### config.mk
export PLATFORM = sky130hd
export DESIGN_NAME = signal_controller_timed
export DESIGN_NICKNAME = d
export VERILOG_FILES = /design/src/rtl/signal_controller_timed.sv
export SDC_FILE = /design/constraint.sdc
export NUM_CORES = 1
export LEC_CHECK = 0
export BUFFER_PORTS_ARGS = -buffer_cell sky130_fd_sc_hd__buf_2
export CORE_ASPECT_RATIO = 0.75
export CORE_MARGIN = 1
export CORE_UTILIZATION = 51
export CTS_CLUSTER_DIAMETER = 30
export DETAILED_ROUTE_END_ITERATION = 8
export GPL_TIMING_DRIVEN = 0
export HOLD_SLACK_MARGIN = 0.08
export PLACE_DENSITY_LB_ADDON = 0.1
export SYNTH_ARGS = -nofsm -noshare
export SYNTH_HDL_FRONTEND = slang
export SYNTH_SLANG_ARGS = --single-unit
### constraint.sdc
create_clock -name clk -period 2.05 [get_ports clk]
set_input_delay 0.615 -clock clk [delete_from_list [all_inputs] [get_ports clk]]
set_output_delay 0.615 -clock clk [all_outputs]
set_load 0.02 [all_outputs]
### src/rtl/signal_controller_timed.sv
// signal_controller_timed
//   Highway / country-road intersection controller with programmable phase
//   timers, a highway minimum green, a country maximum green, an all-red
//   clearance on both transitions, and a latched pedestrian request that is
//   served with a walk lamp during the following country green.
//
// Ports:
//   clk      in   system clock, rising edge
//   clear    in   asynchronous active-high reset
//   x        in   country-road vehicle sensor (level, sampled each cycle)
//   ped_req  in   pedestrian request (any pulse length is latched)
//   hwy      out  highway lamp  (0 RED, 1 YELLOW, 2 GREEN)
//   cntry    out  country lamp  (same encoding)
//   walk     out  pedestrian walk lamp
//   phase    out  current state code (HG=0 HY=1 AR1=2 CG=3 CY=4 AR2=5)
//
// All outputs come straight from flops; no input has a combinational path
// to an output.
module signal_controller_timed #(
  parameter int TW          = 8,
  parameter int T_HWY_MIN   = 8,
  parameter int T_YEL       = 3,
  parameter int T_ALLRED    = 1,
  parameter int T_CNTRY_MIN = 4,
  parameter int T_CNTRY_MAX = 10
) (
  input  logic       clk,
  input  logic       clear,
  input  logic       x,
  input  logic       ped_req,
  output logic [1:0] hwy,
  output logic [1:0] cntry,
  output logic       walk,
  output logic [2:0] phase
);

  typedef enum logic [2:0] {
    HG  = 3'd0,
    HY  = 3'd1,
    AR1 = 3'd2,
    CG  = 3'd3,
    CY  = 3'd4,
    AR2 = 3'd5
  } state_e;

  localparam logic [1:0] LAMP_RED    = 2'd0;
  localparam logic [1:0] LAMP_YELLOW = 2'd1;
  localparam logic [1:0] LAMP_GREEN  = 2'd2;

  // Last timer value of each timed phase (timer starts at 0 on entry).
  localparam logic [TW-1:0] HWY_LAST    = TW'(T_HWY_MIN - 1);
  localparam logic [TW-1:0] YEL_LAST    = TW'(T_YEL - 1);
  localparam logic [TW-1:0] ALLRED_LAST = TW'(T_ALLRED - 1);
  localparam logic [TW-1:0] CMIN_LAST   = TW'(T_CNTRY_MIN - 1);
  localparam logic [TW-1:0] CMAX_LAST   = TW'(T_CNTRY_MAX - 1);
  localparam logic [TW-1:0] TIMER_MAX   = '1;

  state_e          state_q, state_d;
  logic [TW-1:0]   timer_q, timer_d;
  logic            ped_pending_q, ped_pending_d;
  logic            ped_served_q, ped_served_d;
  logic [1:0]      hwy_q, hwy_d;
  logic [1:0]      cntry_q, cntry_d;
  logic            walk_q, walk_d;
  logic            ar1_to_cg;
  logic            cg_to_cy;

  // Next-state and transition detection.
  always_comb begin
    state_d = state_q;
    case (state_q)
      HG:  if ((timer_q >= HWY_LAST) && (x || ped_pending_q)) state_d = HY;
      HY:  if (timer_q == YEL_LAST)    state_d = AR1;
      AR1: if (timer_q == ALLRED_LAST) state_d = CG;
      CG:  if ((timer_q == CMAX_LAST) || ((timer_q >= CMIN_LAST) && !x)) state_d = CY;
      CY:  if (timer_q == YEL_LAST)    state_d = AR2;
      AR2: if (timer_q == ALLRED_LAST) state_d = HG;
      default: state_d = HG;           // unreachable codes recover to HG
    endcase
  end

  assign ar1_to_cg = (state_q == AR1) && (state_d == CG);
  assign cg_to_cy  = (state_q == CG)  && (state_d == CY);

  // Timer reloads on any state change and saturates instead of wrapping,
  // which matters only in HG where the phase can be held indefinitely.
  always_comb begin
    timer_d = timer_q;
    if (state_d != state_q) begin
      timer_d = '0;
    end else if (timer_q != TIMER_MAX) begin
      timer_d = timer_q + TW'(1);
    end
  end

  // A request on the AR1->CG edge itself re-arms pending, so it is served
  // by the following cycle rather than being lost.
  always_comb begin
    ped_pending_d = ped_req | (ped_pending_q & ~ar1_to_cg);
    ped_served_d  = ped_served_q;
    if (ar1_to_cg) begin
      ped_served_d = ped_pending_q;
    end else if (cg_to_cy) begin
      ped_served_d = 1'b0;
    end
  end

  // Lamp values are decoded from the next state so they land in flops
  // alongside the state itself.
  always_comb begin
    hwy_d   = LAMP_RED;
    cntry_d = LAMP_RED;
    case (state_d)
      HG:      hwy_d   = LAMP_GREEN;
      HY:      hwy_d   = LAMP_YELLOW;
      CG:      cntry_d = LAMP_GREEN;
      CY:      cntry_d = LAMP_YELLOW;
      default: begin
        hwy_d   = LAMP_RED;
        cntry_d = LAMP_RED;
      end
    endcase
    walk_d = (state_d == CG) && ped_served_d;
  end

  always_ff @(posedge clk or posedge clear) begin
    if (clear) begin
      state_q       <= HG;
      timer_q       <= '0;
      ped_pending_q <= 1'b0;
      ped_served_q  <= 1'b0;
      hwy_q         <= LAMP_GREEN;
      cntry_q       <= LAMP_RED;
      walk_q        <= 1'b0;
    end else begin
      state_q       <= state_d;
      timer_q       <= timer_d;
      ped_pending_q <= ped_pending_d;
      ped_served_q  <= ped_served_d;
      hwy_q         <= hwy_d;
      cntry_q       <= cntry_d;
      walk_q        <= walk_d;
    end
  end

  assign hwy   = hwy_q;
  assign cntry = cntry_q;
  assign walk  = walk_q;
  assign phase = state_q;

endmodule

==> implementation parameters <==
Parameter                              Value

Setup path
  Type of destination of the critical path    register
  Family of cells with the greatest summed delay on the critical path    compound AO/OA/AOI/OAI gates
  Type of element launching the critical path    register
  Cell with the largest stage delay on the worst path    sky130_fd_sc_hd__or4_4
  Crit path required time    between 2 and 2.5 ns
  Critical Path AT    2.21 ns
  Critical path peak fanout    8
  Critical path cell sequence    or4_4 -> o31ai_4 -> buf_4 -> a21o_1 -> a41o_4 -> nor3_1
  Critical path class    reg -> reg
  Buffers & Inverters on Critical Path    1
  Max stage delay on crit path    between 0.5 and 0.6 ns

CTS
  Number of buffers added to fix hold violations after cts    0
  Clock latency of the later-clocked register in the worst-skew pair    0.30 ns
  Buffers from clock root to sink, at most    2
  Clock root buffer    sky130_fd_sc_hd__clkbuf_4
  Sink count of the clock tree    18
  Reg clk slew, reported paths    0.10 ns
  Clock tree from TritonCTS    yes
  Inserted Clock Buffers    3
  H-tree levels    1

Synthesis
  Share of Yosys cell area claimed by the top area cell type    just under 40%
  Most instantiated flip-flop cell in the synthesis netlist    sky130_fd_sc_hd__dfrtp_1
  Leading post-synthesis cells by cell area    sky130_fd_sc_hd__dfrtp_1 39%, sky130_fd_sc_hd__ha_1 4.6%, sky130_fd_sc_hd__nor3_1 4.1%
  Post-Syn Instances    approximately 110
  Post-Syn Area    ~1100 µm²
  Dominant cell type by area after synthesis    sky130_fd_sc_hd__dfrtp_1
  FF+latch count, synth    18
  Count of warnings emitted by yosys    0
  Most frequent cell after synthesis    sky130_fd_sc_hd__dfrtp_1
  Number of nets in the synthesized netlist    115
  Most frequent cells after synthesis    17 x sky130_fd_sc_hd__dfrtp_1, 9 x sky130_fd_sc_hd__nand2_1, 9 x sky130_fd_sc_hd__nor3_1
  Post-synth cell types    43
  Fraction of the yosys area taken by sequential cells    41.5%
  Synthesized area per cell    just over 10 µm²
  Post-synth ARST share    100%
  Number of enable flip-flop cells after synthesis    0

STA
  F_max    0.490 GHz
  Total count of hold-check failures in the final report    0
  Max-slew violation count    0
  Worst relative slew slack    between 50% and 60%
  Final min period    about 2 ns
  Setup TNS Final    0 ns
  Setup skew after layout    ~0.0075 ns
  Setup violations, final    0
  Setup repair after global routing missed its margin    yes
  Post-route clock period utilization    99.6%
  Slew at the pin closest to its max-slew limit    around 0.67 ns

Detailed routing
  Average wire per standard cell    14.5 µm
  Number of search-and-repair iterations in the first detailed-routing pass    4
  Total vias in the final route    between 800 and 900
  Post-DRT Antenna Nets    0
  Violation count after the first detailed-route iteration    31
  Routed via count divided by cell count    between 5 and 6
  Post-detailed-route DRC marker count    0
  Wire length reported by the detailed router    roughly 2.3 mm

Floorplan
  Top Ports    12
  Die area    roughly 2300 µm²
  Standard-cell rows    14
  Die outline width    approximately 55 µm
  Effective utilization at floorplan    between 50% and 60%
  Die H    approximately 42 µm
  Std-Cell Core Area    between 2000 and 2500 µm²

Placement
  Number of input and output port buffers inserted    11
  Last weighted congestion value of the routability-driven placer    roughly 0.83
  Final HPWL DP    about 1.5 mm

Power
  Total net switching power    approximately 850 µW
  Internal power consumption    roughly 1100 µW
  Post-route total power    approximately 1900 µW
  Clock network fraction of design power    about a tenth
  Register share of total power    29.7%
  Sw frac    44.3%
  Power density of the placed cells    approximately 1400 nW/µm²
  Combinational cell fraction of total power    60.7%
  Reported leakage power    0.000632 µW
  Peak VDD IR    between 0.7 and 0.8 mV

Global route
  Sum of overflow across all layers after global routing    0
  Number of global-route vias before repair    793
  Total routing usage reported by global routing    21.2%
  Number of antenna violations at the first check in global routing    0
  Maximum number of pins on one net before global-route repair    19
  Wire length of the first global-routing pass    roughly 3.8 mm

Cells and area
  Antenna fix cells    0
  Layout area overhead    22.8%
  Total number of nets in the final design    142
  Share of layout cells above drive strength 1    32.3%

Job
  Number of maximum-capacitance constraint violations    0

Hold path
  Class of the most critical hold timing path    in -> async

Outcome
  Status    complete, no violations
==> cells in the final DEF (no fill, tap or decap), drive strengths merged, types with 4 or more instances in the layout <==
cell type  Yosys  layout
ha             4       4
buf            2      24
nand2          9       9
a21oi          4       4
inv            6       6
nor3          10      10
clkbuf         1       5
nand3          4       4
dfrtp         17      17
==> final timing paths <==
path / to / slack [ns] / cells after the start / startpoint
min reg2reg: ped_pending_q / 0.52 / 1 / ped_pending_q
max: timer_q[0] / 0.009 / 6 / timer_q[7]
min: timer_q[3] / 0.40 / 2 / clear
max in group asynchronous: timer_q[7] / 1.18 / 2 / clear
max reg2reg: timer_q[0] / 0.009 / 6 / timer_q[7]
min in group clk: ped_pending_q / 0.49 / 2 / ped_req
==> timing repair <==
item / in CTS / in global routing
cloned: 0 / 0
resized for setup: 9 / 3
setup endpoints to repair: 11 / 13
buffers inserted: 10 / 2
pin swaps: 6 / 7
==> logic make-up after synthesis <==
logic type / after synthesis / share of synthesized area [%]
AOI/OAI and AO/OA: 22 / 19.2
xor gates and xnor gates: 4 / 3.22
adders and majority gates: 4 / 4.60
buffers and inverters: 9 / 3.33
DFF: 18 / 41.5
muxes: 2 / 1.84
and+or+nand+nor: 48 / 26.3
==> metal layers <==
layer,GRT usage [%],up-vias,share of wire (%)
met5,0,-,0
met3,6.79,2,4.7
met2,31.6,22,44
met1,30.3,398,50
met4,4.50,0,0.57
li1,-,447,-
==> flip-flops by register name, summed over array words and instances (netlist names) <==
signal         cells
hwy                2
walk               1
ped_served_q       1
ped_pending_q      1
phase              3
timer_q            8
cntry              2
==> power by group through the flow <==
stage               Clock [µW]  Combinational (µW)  Sequential (µW)
floorplan                    0                 698              643
global placement             0                 971              580
detailed placement           0                 975              583
CTS                        194                1120              569
global route               208                1260              581
finish                     184                1160              568
==> through the flow <==
stage | hold slack, ns | utilization (%) | cell area [µm²] | setup WS, ns | instances
after floorplan | 0.466 | - | 1090 | 0.0940 | 107
after global placement | 0.502 | 58.3 | 1170 | -0.101 | 142
after detailed placement | 0.487 | 58.3 | 1170 | -0.106 | 142
after CTS | 0.416 | 66.0 | 1330 | -0.0289 | 156
after global routing | 0.452 | 66.3 | 1340 | -0.0820 | 157
final | 0.395 | 66.3 | 1340 | 0.00884 | 157
==> area by class of cell <==
cell class | count | area, µm²
Multi-Input combinational cell | 80 | 649
Timing Repair Buffer | 23 | 145
Tap cell | 24 | 30.0
Fill cell | 160 | 678
Clock buffer | 4 | 26.3
Sequential cell | 18 | 454
Buffer | 2 | 8.76
Inverter | 6 | 22.5
(Power assumes the default switching activity.)
